--- config.mk ---
export PLATFORM = sky130hd
export DESIGN_NAME = period_meter
export DESIGN_NICKNAME = d
export VERILOG_FILES = /design/src/rtl/period_meter.sv
export SDC_FILE = /design/constraint.sdc
export NUM_CORES = 1
export LEC_CHECK = 0
export BUFFER_PORTS_ARGS = -buffer_cell sky130_fd_sc_hd__buf_2
export CELL_PAD_IN_SITES_DETAIL_PLACEMENT = 1
export CELL_PAD_IN_SITES_GLOBAL_PLACEMENT = 1
export CORE_UTILIZATION = 30
export CTS_CLUSTER_DIAMETER = 150
export DETAILED_ROUTE_END_ITERATION = 8
export HOLD_SLACK_MARGIN = 0.03
export PLACE_DENSITY_LB_ADDON = 0.3
export RECOVER_POWER = 100
export SKIP_LAST_GASP = 1
export SYNTH_ARGS = -nofsm -noshare
export SYNTH_HDL_FRONTEND = slang
export SYNTH_SLANG_ARGS = --single-unit
--- constraint.sdc ---
create_clock -name clk -period 4.46 [get_ports clk]
set_input_delay 0.892 -clock clk [delete_from_list [all_inputs] [get_ports clk]]
set_output_delay 0.892 -clock clk [all_outputs]
set_load 0.005 [all_outputs]
--- src/rtl/period_meter.sv ---
// period_meter: measures period and high time of a slow asynchronous square
// wave in system-clock cycles, with a sticky timeout when the input stalls.
module period_meter #(
   parameter int unsigned     WIDTH       = 32,
   parameter longint unsigned TIMEOUT     = 100000000,
   parameter int unsigned     SYNC_STAGES = 2
) (
   input  logic             clk,
   input  logic             reset,
   input  logic             enable,
   input  logic             sig_in,
   output logic [WIDTH-1:0] period,
   output logic [WIDTH-1:0] high_time,
   output logic             period_valid,
   output logic             timeout,
   output logic             busy
);

   typedef enum logic [1:0] {
      IDLE,
      WAIT_EDGE,
      MEASURE
   } state_t;

   localparam logic [WIDTH-1:0] TIMEOUT_CNT = WIDTH'(TIMEOUT);

   state_t                 state;
   state_t                 state_nxt;
   logic [SYNC_STAGES-1:0] sync_q;
   logic                   sig_s;
   logic                   sig_d;
   logic                   rise;
   logic                   fall;
   logic [WIDTH-1:0]       cnt;
   logic [WIDTH-1:0]       hi_cnt;
   logic                   fell;
   logic                   cnt_expired;

   assign sig_s       = sync_q[SYNC_STAGES-1];
   assign rise        = sig_s & ~sig_d;
   assign fall        = ~sig_s & sig_d;
   assign cnt_expired = (cnt == TIMEOUT_CNT);

   // Synchroniser chain and previous-sample flop; free-running in every state
   always_ff @(posedge clk or posedge reset) begin
      if (reset) begin
         sync_q <= '0;
         sig_d  <= 1'b0;
      end else begin
         sync_q <= {sync_q[SYNC_STAGES-2:0], sig_in};
         sig_d  <= sig_s;
      end
   end

   // State register
   always_ff @(posedge clk or posedge reset) begin
      if (reset) begin
         state <= IDLE;
      end else begin
         state <= state_nxt;
      end
   end

   // Next-state logic; a rise always wins over an expiring counter
   always_comb begin
      state_nxt = state;
      if (!enable) begin
         state_nxt = IDLE;
      end else begin
         unique case (state)
            IDLE:      state_nxt = WAIT_EDGE;
            WAIT_EDGE: if (rise) state_nxt = MEASURE;
            MEASURE:   if (!rise && cnt_expired) state_nxt = WAIT_EDGE;
            default:   state_nxt = IDLE;
         endcase
      end
   end

   // Counters, measurement results, valid strobe and sticky timeout
   always_ff @(posedge clk or posedge reset) begin
      if (reset) begin
         cnt          <= '0;
         hi_cnt       <= '0;
         fell         <= 1'b0;
         period       <= '0;
         high_time    <= '0;
         period_valid <= 1'b0;
         timeout      <= 1'b0;
      end else begin
         period_valid <= 1'b0;
         if (!enable) begin
            cnt     <= '0;
            hi_cnt  <= '0;
            fell    <= 1'b0;
            timeout <= 1'b0;
         end else begin
            unique case (state)
               IDLE: begin
                  cnt    <= '0;
                  hi_cnt <= '0;
                  fell   <= 1'b0;
               end
               WAIT_EDGE: begin
                  if (rise) begin
                     cnt    <= WIDTH'(1);
                     hi_cnt <= WIDTH'(1);
                     fell   <= 1'b0;
                  end else if (cnt_expired) begin
                     timeout <= 1'b1;
                     cnt     <= '0;
                  end else begin
                     cnt <= cnt + WIDTH'(1);
                  end
               end
               MEASURE: begin
                  if (rise) begin
                     period       <= cnt;
                     high_time    <= hi_cnt;
                     period_valid <= 1'b1;
                     timeout      <= 1'b0;
                     cnt          <= WIDTH'(1);
                     hi_cnt       <= WIDTH'(1);
                     fell         <= 1'b0;
                  end else if (cnt_expired) begin
                     timeout <= 1'b1;
                     cnt     <= '0;
                     hi_cnt  <= '0;
                     fell    <= 1'b0;
                  end else begin
                     cnt <= cnt + WIDTH'(1);
                     if (fall) begin
                        fell <= 1'b1;
                     end else if (sig_s && !fell) begin
                        hi_cnt <= hi_cnt + WIDTH'(1);
                     end
                  end
               end
               default: begin
                  cnt    <= '0;
                  hi_cnt <= '0;
                  fell   <= 1'b0;
               end
            endcase
         end
      end
   end

   // Busy output decoded from the registered state
   always_comb begin
      busy = (state != IDLE);
   end

endmodule
Word level (Yosys, flattened, before mapping). Cells that the tools add are included.

Bits in registers: 136. Latch bits: 0. Output and inout bits: 67. RAM bits: 0. Memory bits (read-only): 0. Logic and storage cells: 67. Memories kept: 0.

Equality and inequality tests: 10. $add $sub $neg: 2. Mux-type cells: 29. Div/mod/pow operators: 0. $mul: 0. Order comparisons: 0. Bitwise gates (word level): 4. Shifts and indexed selects: 0. Reduce and logical (&&, ||, !) cells: 12.

Operators by type and width (count): $mux 32 (10); $add 32x1->32 const B (2); $pmux 32 s2 (1); $eq 32x27->1 const B (1); $ne 5x5->1 const B (3); $mux 1 (12); $ne 3x3->1 const B (3); $mux 2 (3); $pmux 2 s3 (1); $reduce_and 2->1 (3); $reduce_and 3->1 (2); $pmux 1 s2 (2); $ne 3x1->1 const B (1); $and 1x1->1 (2); $eq 2x1->1 const B (1); $eq 2x2->1 const B (1); $logic_and 1x1->1 (2); $logic_not 1->1 (2); $logic_not 2->1 (1); $not 1->1 (2); $reduce_bool 2->1 (1); $reduce_or 2->1 (1).

Logic depth before layout (Yosys ltp).
Depth in word-level cells: 8. Gate-level depth with buffers: 9. Gate-level depth less buffers: 8.

Worst setup path after synthesis. No wires, ideal clock.

Path kind: input to register. From: input enable. To: register hi_cnt[5]. Arrival: 2.201 ns. Path slack: 2.176 ns. Setup time: 0.083 ns. Cell stages on the path: 6. Path buffers: 1. Data required time: 4.377 ns. Path through: and2_1 > o21ai_4 > or3_1 > clkbuf_1 > or3_1 > o21ai_0.

Cells in the longest elaborated chain, start to end: 2. Elaborated cells between the ends (all ways): 5. Classes of those cells: eq/ne: 3; mux: 1; reduce/logical: 1.

Ends and longest elaborated chain: start, declared (line 10) `input logic enable,`; $ne 5x5->1 (no source line) / $ne 3x3->1 (equally long branches); $reduce_and 3->1 (no source line); end signal, assigned (line 134) `hi_cnt <= hi_cnt + WIDTH'(1);`; end, declared (line 35) `logic [WIDTH-1:0] hi_cnt;`.

Parallel ways exist; a longest one is shown, timed or not. A chain may end at the register's enable or synchronous reset.

Final worst setup path.
From: register cnt[0]. To: register hi_cnt[30].

Cells in the longest elaborated chain, start to end: 5. Elaborated cells between the ends (all ways): 8. Classes of those cells: eq/ne: 3; mux: 4; reduce/logical: 1.

Ends and longest elaborated chain: start, declared (line 34) `logic [WIDTH-1:0] cnt;`; start signal, assigned (line 112) `cnt <= cnt + WIDTH'(1);`; start signal, assigned (line 130) `cnt <= cnt + WIDTH'(1);`; $eq 32x27->1 * (line 42) `assign cnt_expired = (cnt == TIMEOUT_CNT);`; $mux 32 (line 124) `end else if (cnt_expired) begin`; $mux 32 (line 116) `if (rise) begin`; $pmux 32 s2 (line 97) `unique case (state)`; $mux 32 (line 91) `if (!enable) begin`.

Mark *: on every way between the ends. The rest lies on a longest branch, timed or not.

==> flow_metrics.tcl <==
set metrics [dict create \
    synth-async-reset-ratio_pct 100.0 \
    worst_setup_path_end_kind "register" \
    start_kind "register" \
    io_buffer_count 70 \
    fmax_ghz 0.3100 \
    io_pins 71 \
    finalCriticalPeriod_ns 3.225 \
    ys_seq_elements 136 \
    yosysWarnings 0 \
    postRouteAntennaNets 0 \
    powerDensity_mw_per_mm2 388.7 \
    synth_area_leader_cell "dfrtp_1" \
    syn_nets 704 \
    die_h_um 146.3 \
    synth_ff_type "dfrtp_1" \
    hold_buffers 0 \
    hold_class "reg2reg" \
    hold_path_depth 0 \
    core-area_mm2 0.02030 \
    fillerInstances 2411 \
    ys_types 45 \
    rsz0062_at_grt "no" \
    area_delta_synth_final_pct 17.32 \
    pwr-share-clk_pct 48.1 \
    critical_path_class "reg2reg" \
    r2r_slack_ns 1.23 \
    violations "capacitance limit, slew limit" \
    syn_inst 693 \
    initial_core_util_pct 30.79 \
    maxCapViolations 1 \
    htreeDepth 4 \
    pwr-share-comb_pct 7.4 \
    drt_wl_total_mm 15.45 \
    cts_resized 0 \
    clock_path_buffers 2 \
    drc_errors 0 \
    instances_no_fill 1039 \
    path_clk_slew_ns 0.06 \
    syn_area_per_cell_um2 9.018 \
    synth_edf_count 0 \
    hold_viol 0 \
    num_vias 4941 \
    groute.usage.overall_pct 15.50 \
    rows 52 \
    yosysTopAreaCellShare_pct 54.45 \
    gp_congestion 0.7433 \
    die-area_mm2 0.02141 \
    reg2reg_depth 8 \
    fin_area_mm2 0.007332 \
    p_leak_nw 3.387 \
    cp_max_fo 19 \
    holdCritStartpoint "sync_q[0]$_DFF_PP0_" \
    clock_latency_ns 0.43 \
    regArea_mm2 0.003403 \
    cts_buffers 17 \
    grt_pass1_wl_mm 26.34 \
    peakVddDrop_mv 0.2754 \
    syn-cell-area_mm2 0.006250 \
    fin_setup_tns_ns 0 \
    die_x_um 146.3 \
    antenna_cells 0 \
    synth_most_common_cell "nand2_1" \
    viasPerCell 4.756 \
    cts.sinks 136 \
    synthTopCellsByCount "nand2_1 (217), dfrtp_1 (136), nor2_1 (58), o21ai_0 (36), a21oi_1 (26)" \
    finalSetupViolCount 0 \
    status "complete, but fails checks" \
    dp_hpwl_mm 10.15 \
    tightest_slew_ns 1.880 \
    timing.rr.end "hi_cnt[30]$_DFFE_PP0P_" \
    fin_skew_ns 0.01124 \
    cts-root-buf "clkbuf_16" \
    p_int_mw 2.078 \
    min_to "sync_q[1]$_DFF_PP0_" \
    grt_overflow 0 \
    antenna_found_initial 0 \
    slew-limit-headroom_pct -25.44 \
    synthTopCellsByArea "dfrtp_1 (54%), nand2_1 (13%), nor2_1 (3.5%)" \
    p_sw_share_pct 27.08 \
    p_seq_share_pct 44.5 \
    ys_seq_area_share_pct 54.45 \
    dp.cells 1007 \
    final.period_utilization_pct 72.32 \
    p_sw_uw 771.7 \
    drtIter0Drc 191 \
    multi_input_comb_area_mm2 0.002587 \
    maxSlewViolCount 59 \
    cp.arrival_ns 3.57 \
    worstPathRequired_ns 4.81 \
    drive_gt1_share_pct 12.09 \
    grt_pass1_vias 5127 \
    final_net_count 767 \
    grt_max_degree 106 \
    wire_per_inst_um 14.87 \
    holdWs_ns 0.3640 \
    place_area_mm2 0.006850 \
    first_pass_iters 4 \
    fin_util_pct 36.12 \
    cts_setup_buffers 0 \
    cts_tree "built" \
    r2r_start "cnt[0]$_DFF_PP0_" \
]
## flip-flops by register name (all words and copies together), names as in the netlist
name	cells
fell	1
high_time	32
state	2
sig_d	1
hi_cnt	32
sync_q	2
timeout	1
cnt	32
period_valid	1
period	32
## logic make-up (layout without fill, tap and decap cells)
logic type | after synthesis | in the layout | share of synthesized area, %
fa+ha+maj | 7 | 7 | 1.401
simple gates | 379 | 379 | 27.71
compound gates | 86 | 86 | 8.388
xor+xnor | 32 | 32 | 4.485
flops | 136 | 136 | 54.45
buf+inv | 53 | 129 | 3.563
## through the flow
step | power, mW | setup WS, ns
detailed placement | 1.522 | 1.599
CTS | 2.910 | 1.701
global route | 2.975 | 0.9372
floorplan | 1.448 | 1.875
global placement | 1.519 | 1.700
finish | 2.850 | 1.235
## routing by layer
metal / GRT usage (%) / share of wire [%] / vias up
li1: - / - / 2428
met1: 19.87 / 47 / 2447
met2: 25.76 / 49 / 51
met3: 3.125 / 2.3 / 15
met4: 5.781 / 1.4 / 0
met5: 0 / 0 / -
## how the worst max path moves through the flow
stage                                   endpoint  cells after the start         startpoint
final                     hi_cnt[30]$_DFFE_PP0P_                      8   cnt[0]$_DFF_PP0_
after CTS                 hi_cnt[30]$_DFFE_PP0P_                      6  cnt[10]$_DFF_PP0_
after detailed placement  hi_cnt[29]$_DFFE_PP0P_                      6             enable
after global routing      hi_cnt[30]$_DFFE_PP0P_                      8   cnt[0]$_DFF_PP0_
after floorplan                 cnt[0]$_DFF_PP0_                      1              reset
after global placement    hi_cnt[25]$_DFFE_PP0P_                      6             enable
## power groups by stage
stage | clock network [mW] | registers [mW] | logic [mW]
6_report | 1.37 | 1.27 | 0.210
5_1_grt | 1.46 | 1.27 | 0.245
4_1_cts | 1.41 | 1.27 | 0.229
3_5_place_dp | 0 | 1.29 | 0.229
3_3_place_gp | 0 | 1.29 | 0.227
2_1_floorplan | 0 | 1.29 | 0.161
## cell usage in the layout (no fill, tap or decap), types with 2 or more instances in the layout
cell type / count
ha_1: 7
clkinv_4: 3
and3_1: 10
clkbuf_1: 24
inv_6: 3
xor2_1: 17
and2_1: 3
nor4_1: 5
nor2_1: 58
o31ai_1: 9
o2111ai_1: 2
nor3_1: 11
a21oi_1: 26
nor4b_2: 2
or2_2: 4
or4_1: 4
o41ai_1: 2
buf_2: 46
nand3_1: 23
clkbuf_16: 17
xnor2_1: 15
nand4_1: 12
o21ai_0: 37
a211oi_1: 3
or3_1: 15
dfrtp_1: 136
clkinvlp_4: 7
nand2b_1: 4
inv_1: 22
nand2_1: 216
o211ai_1: 3
## final cells by class
cell class | instances | share of cell area, %
Sequential cell | 136 | 46.42
Multi-Input combinational cell | 504 | 35.29
Clock buffer | 17 | 5.802
Timing Repair Buffer | 74 | 4.693
Tap cell | 270 | 4.608
Clock inverter | 15 | 1.997
Inverter | 23 | 1.195
## worst max-delay path: stages (launching register included)
cell	delay, ns
dfrtp_1	0.44
inv_1	0.10
ha_1	0.15
nor4b_1	0.24
nand4_1	0.22
o21ai_4	0.49
o2111ai_1	0.63
or4_1	0.72
a21oi_1	0.15
No activity file was read; power rests on OpenSTA's default activity.
